## config.mk

```make
export PLATFORM = sky130hd
export DESIGN_NAME = fifo_write_arbiter
export DESIGN_NICKNAME = d
export VERILOG_FILES = /design/src/rtl/fifo_write_arbiter.sv
export SDC_FILE = /design/constraint.sdc
export NUM_CORES = 1
export LEC_CHECK = 0
export BUFFER_PORTS_ARGS = -buffer_cell sky130_fd_sc_hd__buf_2
export CAP_MARGIN = 20
export CORE_MARGIN = 2
export CORE_UTILIZATION = 30
export CTS_CLUSTER_SIZE = 8
export DETAILED_ROUTE_END_ITERATION = 7
export PLACE_DENSITY_LB_ADDON = 0.25
export SETUP_SLACK_MARGIN = 0.1
export SLEW_MARGIN = 30
export SYNTH_ARGS = -nofsm -noshare
export SYNTH_HDL_FRONTEND = slang
export SYNTH_SLANG_ARGS = --single-unit
```

## constraint.sdc

```tcl
create_clock -name Clock -period 2.4 [get_ports Clock]
set_input_delay 0 -clock Clock [delete_from_list [all_inputs] [get_ports Clock]]
set_output_delay 0 -clock Clock [all_outputs]
set_load 0.02 [all_outputs]
```

## src/rtl/fifo_write_arbiter.sv

```systemverilog
// Round-robin burst arbiter that funnels N_REQ word streams into a single FIFO write port.
// A grant is held until Last, MAX_BURST words, or the owner abandons; Full stalls the burst indefinitely.
module fifo_write_arbiter #(
    parameter int unsigned N_REQ     = 4,
    parameter int unsigned WIDTH     = 16,
    parameter int unsigned MAX_BURST = 8,
    localparam int unsigned OW       = (N_REQ > 1) ? $clog2(N_REQ) : 1
) (
    input  logic                     Clock,
    input  logic                     Reset,
    input  logic [N_REQ-1:0]         Req,
    input  logic [N_REQ-1:0]         Last,
    input  logic [N_REQ*WIDTH-1:0]   Req_Data,
    input  logic                     Full,
    output logic [N_REQ-1:0]         Grant,
    output logic [N_REQ-1:0]         Ack,
    output logic                     WE,
    output logic [WIDTH-1:0]         Write_Data,
    output logic                     Busy,
    output logic [OW-1:0]            Owner
);

    localparam int unsigned CW = $clog2(MAX_BURST + 1);

    typedef enum logic {
        IDLE  = 1'b0,
        BURST = 1'b1
    } state_e;

    state_e             state_q, state_d;
    logic [N_REQ-1:0]   grant_q, grant_d;
    logic [OW-1:0]      owner_q, owner_d;
    logic [CW-1:0]      cnt_q,   cnt_d;

    logic               pick_found_c;
    logic [OW-1:0]      pick_idx_c;
    logic [OW-1:0]      cand_c;
    logic [N_REQ-1:0]   ack_c;
    logic               we_c;
    logic [WIDTH-1:0]   wdata_c;
    logic               owner_req_c;
    logic               owner_last_c;
    logic               burst_end_c;

    // Round-robin search starting just above the current owner; the owner itself comes last.
    always_comb begin
        pick_found_c = 1'b0;
        pick_idx_c   = owner_q;
        cand_c       = '0;
        for (int unsigned k = 1; k <= N_REQ; k++) begin
            cand_c = OW'((32'(owner_q) + k) % N_REQ);
            if (!pick_found_c && Req[cand_c]) begin
                pick_found_c = 1'b1;
                pick_idx_c   = cand_c;
            end
        end
    end

    // Accept path: only the owner, only when the FIFO has room and reset is released.
    always_comb begin
        ack_c = '0;
        if (Reset && (state_q == BURST) && !Full) begin
            ack_c = grant_q & Req;
        end
    end

    assign we_c = |ack_c;

    always_comb begin
        wdata_c = '0;
        for (int i = 0; i < int'(N_REQ); i++) begin
            if (ack_c[i]) begin
                wdata_c = Req_Data[i*WIDTH +: WIDTH];
            end
        end
    end

    assign owner_req_c  = |(grant_q & Req);
    assign owner_last_c = |(grant_q & Last);

    // Last, the word limit and abandonment all collapse into one end event.
    assign burst_end_c = (state_q == BURST) &&
                         ((we_c && (owner_last_c || (cnt_q == CW'(MAX_BURST - 1)))) ||
                          (!owner_req_c && !Full));

    always_comb begin
        state_d = state_q;
        grant_d = grant_q;
        owner_d = owner_q;
        cnt_d   = cnt_q;
        case (state_q)
            IDLE: begin
                if (pick_found_c) begin
                    state_d = BURST;
                    grant_d = N_REQ'(1) << pick_idx_c;
                    owner_d = pick_idx_c;
                    cnt_d   = '0;
                end
            end
            BURST: begin
                if (burst_end_c) begin
                    cnt_d = '0;
                    if (pick_found_c) begin
                        grant_d = N_REQ'(1) << pick_idx_c;
                        owner_d = pick_idx_c;
                    end else begin
                        state_d = IDLE;
                        grant_d = '0;
                    end
                end else if (we_c) begin
                    cnt_d = cnt_q + CW'(1);
                end
            end
            default: begin
                state_d = IDLE;
                grant_d = '0;
                cnt_d   = '0;
            end
        endcase
    end

    // Reset leaves Owner at the top index so requester 0 wins first.
    always_ff @(posedge Clock) begin
        if (!Reset) begin
            state_q <= IDLE;
            grant_q <= '0;
            owner_q <= OW'(N_REQ - 1);
            cnt_q   <= '0;
        end else begin
            state_q <= state_d;
            grant_q <= grant_d;
            owner_q <= owner_d;
            cnt_q   <= cnt_d;
        end
    end

    assign Grant      = grant_q;
    assign Owner      = owner_q;
    assign Ack        = ack_c;
    assign WE         = we_c;
    assign Write_Data = wdata_c;
    assign Busy       = Reset && (state_q == BURST);

endmodule

```

# == Word level (Yosys, flattened, before mapping) ==
# Cells that the tools add are included.
# totals
latch_bits,0
reg_bits,11
out_inout_bits,28
mem_bits_ro,0
ram_bits,0
n_memories,0
wordCells,76
# op_classes
n_mul,0
div_mod_pow,0
n_mux,35
eq_ne,4
n_lt_le_gt_ge,4
addsub,5
n_reduce_logical,20
n_shift,1
bitwise_logic,3
# op_table
cell,count
2-to-1 mux 16 bit,4
2-to-1 mux 4 bit,7
one-hot mux 4 bit (2 select lines),2
"< comparator 2 x 3 -> 1 bit, second input constant",4
2-to-1 mux 2 bit,6
OR reduction 4 bit,3
2-to-1 mux 1 bit,10
bitwise AND 4 bit,2
binary-select mux 1 bit (select 2 bit),4
logical AND 1 bit,8
zero test 1 bit,5
"adder 2 x 1 -> 2 bit, second input constant",2
"adder 2 bit, second input constant",2
"adder 4 x 1 -> 4 bit, second input constant",1
"== test 4 x 3 -> 1 bit, second input constant",1
one-hot mux 2 bit (2 select lines),1
AND reduction 2 bit,2
"left shift 1 x 2 -> 4 bit, first input constant",1
"inequality test 3 x 1 -> 1 bit, second input constant",1
logical OR 1 bit,2
"inequality test 2 x 1 -> 1 bit, second input constant",1
"inequality test 2 bit, second input constant",1
one-hot mux 1 bit (2 select lines),1
inverter 1 bit,1

# == Depth between registers and ports, before layout ==
# depth
depth_word,17
ltp_mapped,6
mapped_depth_nobuf,6

# == Worst setup path before layout ==
# OpenSTA, ideal clock, no wires.
# synth_timing
path_kind,flip-flop to output port
startpoint,register state_q
endpoint,output port Write_Data[10]
stages_incl_launch_ff,7
setup_slack_ns,0.675
arrival_ns,1.725
cell_sequence,dfxtp_1 > and2b_4 > nand2_4 > nor2_1 > nand2_1 > buf_2 > o221a_2
# synth_via
word_cells_on_any_way,7
cone_classes,5 x mux; 2 x reduce/logical
# synth_rtl
item,line,source
"start, declared",30,"state_e state_q, state_d;"
"start signal, assigned",130,state_q <= state_d;
logical AND 1 bit (2 in a row),62,if (Reset && (state_q == BURST) && !Full) begin
2-to-1 mux 4 bit,62,
named net Ack[2],16,"output logic [N_REQ-1:0] Ack,"
2-to-1 mux 16 bit (2 in a row),72,if (ack_c[i]) begin
"end, declared",18,"output logic [WIDTH-1:0] Write_Data,"
# The timed path passes the listed nets, and every way through them passes these cells.

# == Worst setup path in the final report ==
# layout_timing
startpoint,register state_q
endpoint,output port Write_Data[4]
# layout_via
elab_chain_len,7
# layout_lines
item,line
logical AND 1 bit * (2 in a row),62
2-to-1 mux 4 bit *,62
2-to-1 mux 16 bit (3 in a row),72
2-to-1 mux 16 bit *,72
# Mark *: on every way between the ends. The rest lies on a longest branch, timed or not.

==> impl_metrics.py <==
metrics = {
    "yosys": {
        "synth_top_area_share": 0.202,
        "syn_inst": 119,
        "syn_area_um2": 1090,
        "synth-seq-area-share": 0.202,
        "yosysTopAreaCell": "dfxtp_1",
        "synth-edff-count": 0,
        "ys.flop_type": "dfxtp_1",
        "ys_types": 41,
        "synth_seq_cells": 11,
        "yosysMostFrequentCell": "o221a_2",
        "synth_area_leaders": "dfxtp_1, o221a_2, a221o_1",
        "ys_top_cells_by_count": "o221a_2, a221o_1, dfxtp_1",
        "avgSynthCellArea_um2": 9.16,
        "ys_async_sr_fraction": 0,
        "synthesis.nets": 195,
        "yosysWarningCount": 0,
    },
    "floorplan": {
        "ios": 103,
        "die_area_um2": 4130,
        "start_util": 0.319,
        "die_w_um": 64.3,
        "fp-row-count": 21,
        "coreArea_um2": 3420,
        "die_y_um": 64.3,
    },
    "grt": {
        "gr-total-overflow": 0,
        "grt_start_max_net_pins": 18,
        "grt_pass1_wl_um": 6110,
        "first_global_vias": 1326,
        "antenna_found_initial": 0,
        "track_usage": 0.184,
    },
    "route": {
        "drc": 0,
        "wl_per_cell_um": 14.8,
        "drtIter0Drc": 117,
        "via_per_inst": 5.42,
        "vias": 1447,
        "postRouteAntennaNets": 0,
        "first_pass_iters": 4,
        "wl_um": 3950,
    },
    "sta": {
        "post-route-min-period_ps": 2130,
        "fmax_mhz": 469,
        "relSlewSlack": 0.584,
        "grt_setup_unrepaired": "false",
        "worst_pin_slew_ps": 624,
        "finalHoldViolCount": 0,
        "setup_viol": 0,
        "fin_crit_sh": 0.888,
        "layout_setup_ws_ps": 270,
        "slew_viol_final": 0,
        "finClkSkew_ps": 4.91,
        "timing.setup.tns_ps": 0,
    },
    "flow_run": {
        "drv_cap": 0,
    },
    "final_layout": {
        "drive_above_1_share": 0.606,
        "stdcell_count": 267,
        "antennaDiodeCount": 0,
        "final_nets": 298,
        "area_growth_pct": 52.2,
    },
    "cts": {
        "post_cts.repair.setup_buffers": 0,
        "numCtsBuffers": 3,
        "cts_resized": 0,
        "clock_latency_ps": 270,
        "cts-root-buf": "clkbuf_4",
        "clkSlewWorstSetupHoldPaths_ps": 70,
        "cts.path.max_buffers": 2,
        "cts.sinks": 11,
        "holdBufCountCts": 0,
        "htree_levels": 1,
        "cts_tree": "done",
    },
    "critical_path": {
        "rr_worst_depth": 6,
        "cp_max_fo": 16,
        "r2r_start": "cnt_q[0]",
        "path_class": "register to output port",
        "reg2reg_to": "Grant[0]",
        "crit_path_end_kind": "output port",
        "worstPathArrival_ps": 2130,
        "start_kind": "register",
        "crit_required_ps": 2400,
        "regToRegSetupSlack_ps": 610,
    },
    "placement": {
        "dp_cells": 263,
        "dpl_worst_slack_ps": 539,
        "portBuffers": 102,
        "place_congestion": 0.817,
        "dp_hpwl_um": 3260,
    },
    "power": {
        "ir_worst_vdd_uv": 424,
        "power_per_cell_area_nw_per_um2": 360,
        "leakagePower_uw": 0.000845,
    },
    "hold_path": {
        "hp-class": "primary input to register",
        "hold_path_depth": 2,
        "hp-start": "Reset",
        "whs_endpoint": "Owner[1]",
    },
    "status": {
        "status": "finished, final reports clean",
    },
}
==> flip-flops by register name, indices dropped and copies added (netlist names) <==
signal,count
Grant,4
cnt_q,4
Owner,2
state_q,1
==> metal layers <==
layer	GRT usage	vias up	part of all wire
met3	0.0317	8	0.093
met1	0.210	656	0.40
met2	0.329	71	0.49
li1	-	712	-
met5	0	-	0
met4	0.0851	0	0.020
==> how the worst max path moves through the flow <==
stage	cells after the start	startpoint	to	slack, ps
6_report	6	state_q	Write_Data[4]	270
5_1_grt	6	state_q	Write_Data[13]	130
4_1_cts	6	state_q	Write_Data[4]	230
3_5_place_dp	6	state_q	Write_Data[4]	540
3_3_place_gp	6	state_q	Write_Data[4]	550
2_1_floorplan	6	state_q	Write_Data[10]	670
==> power breakdown <==
group	internal, uW	switching [uW]	leakage [uW]	total, uW
combinational	117	132	0.000739	249
clock	64.4	62.6	0.0000150	127
sequential	199	22.5	0.0000901	221
==> worst max-delay path, cell delays in order, from the launching register on <==
cell	delay, ps
dfxtp_1	410
and2b_4	220
nand2_4	80
nor3b_4	550
a221o_1	250
o221a_2	180
buf_2	160
==> stage by stage <==
stage | util | instance area [um2] | total power (uW) | hold slack (ps)
2_1_floorplan | - | 1090 | 361 | 138
3_3_place_gp | 0.478 | 1630 | 474 | 312
3_5_place_dp | 0.478 | 1630 | 473 | 308
4_1_cts | 0.486 | 1660 | 603 | 24.1
5_1_grt | 0.486 | 1660 | 637 | 30.7
6_report | 0.486 | 1660 | 597 | 31.5
==> cell families after synthesis <==
family	count (synthesis)	synth area share
AO/OA/AOI/OAI	60	0.513
AND/OR/NAND/NOR	36	0.215
flip-flops	11	0.202
buffers and inverters	10	0.0505
XOR/XNOR	1	0.00804
adder cells (fa/ha/maj)	1	0.0115
==> area by class of cell <==
cell class,count,area (um2)
clock buffer,4,26.3
fill,354,1760
inverter,4,15.0
multi-input combinational,98,815
sequential,11,220
tap,46,57.6
timing repair buffer,104,526
==> cells in the final DEF (no fill, tap or decap), drive strengths merged, types with 2 or more instances in the layout <==
| master | Yosys | layout |
|---|---|---|
| a21boi | 2 | 2 |
| a21oi | 3 | 3 |
| a221o | 16 | 16 |
| a22o | 4 | 4 |
| a22oi | 3 | 3 |
| and2 | 2 | 2 |
| buf | 5 | 104 |
| clkbuf | 1 | 4 |
| dfxtp | 11 | 11 |
| inv | 4 | 4 |
| nand2 | 6 | 6 |
| nand2b | 4 | 4 |
| nand3 | 2 | 2 |
| nor2 | 11 | 11 |
| nor3b | 3 | 3 |
| o21a | 2 | 2 |
| o21ai | 5 | 5 |
| o221a | 17 | 17 |
(Power assumes the default switching activity.)
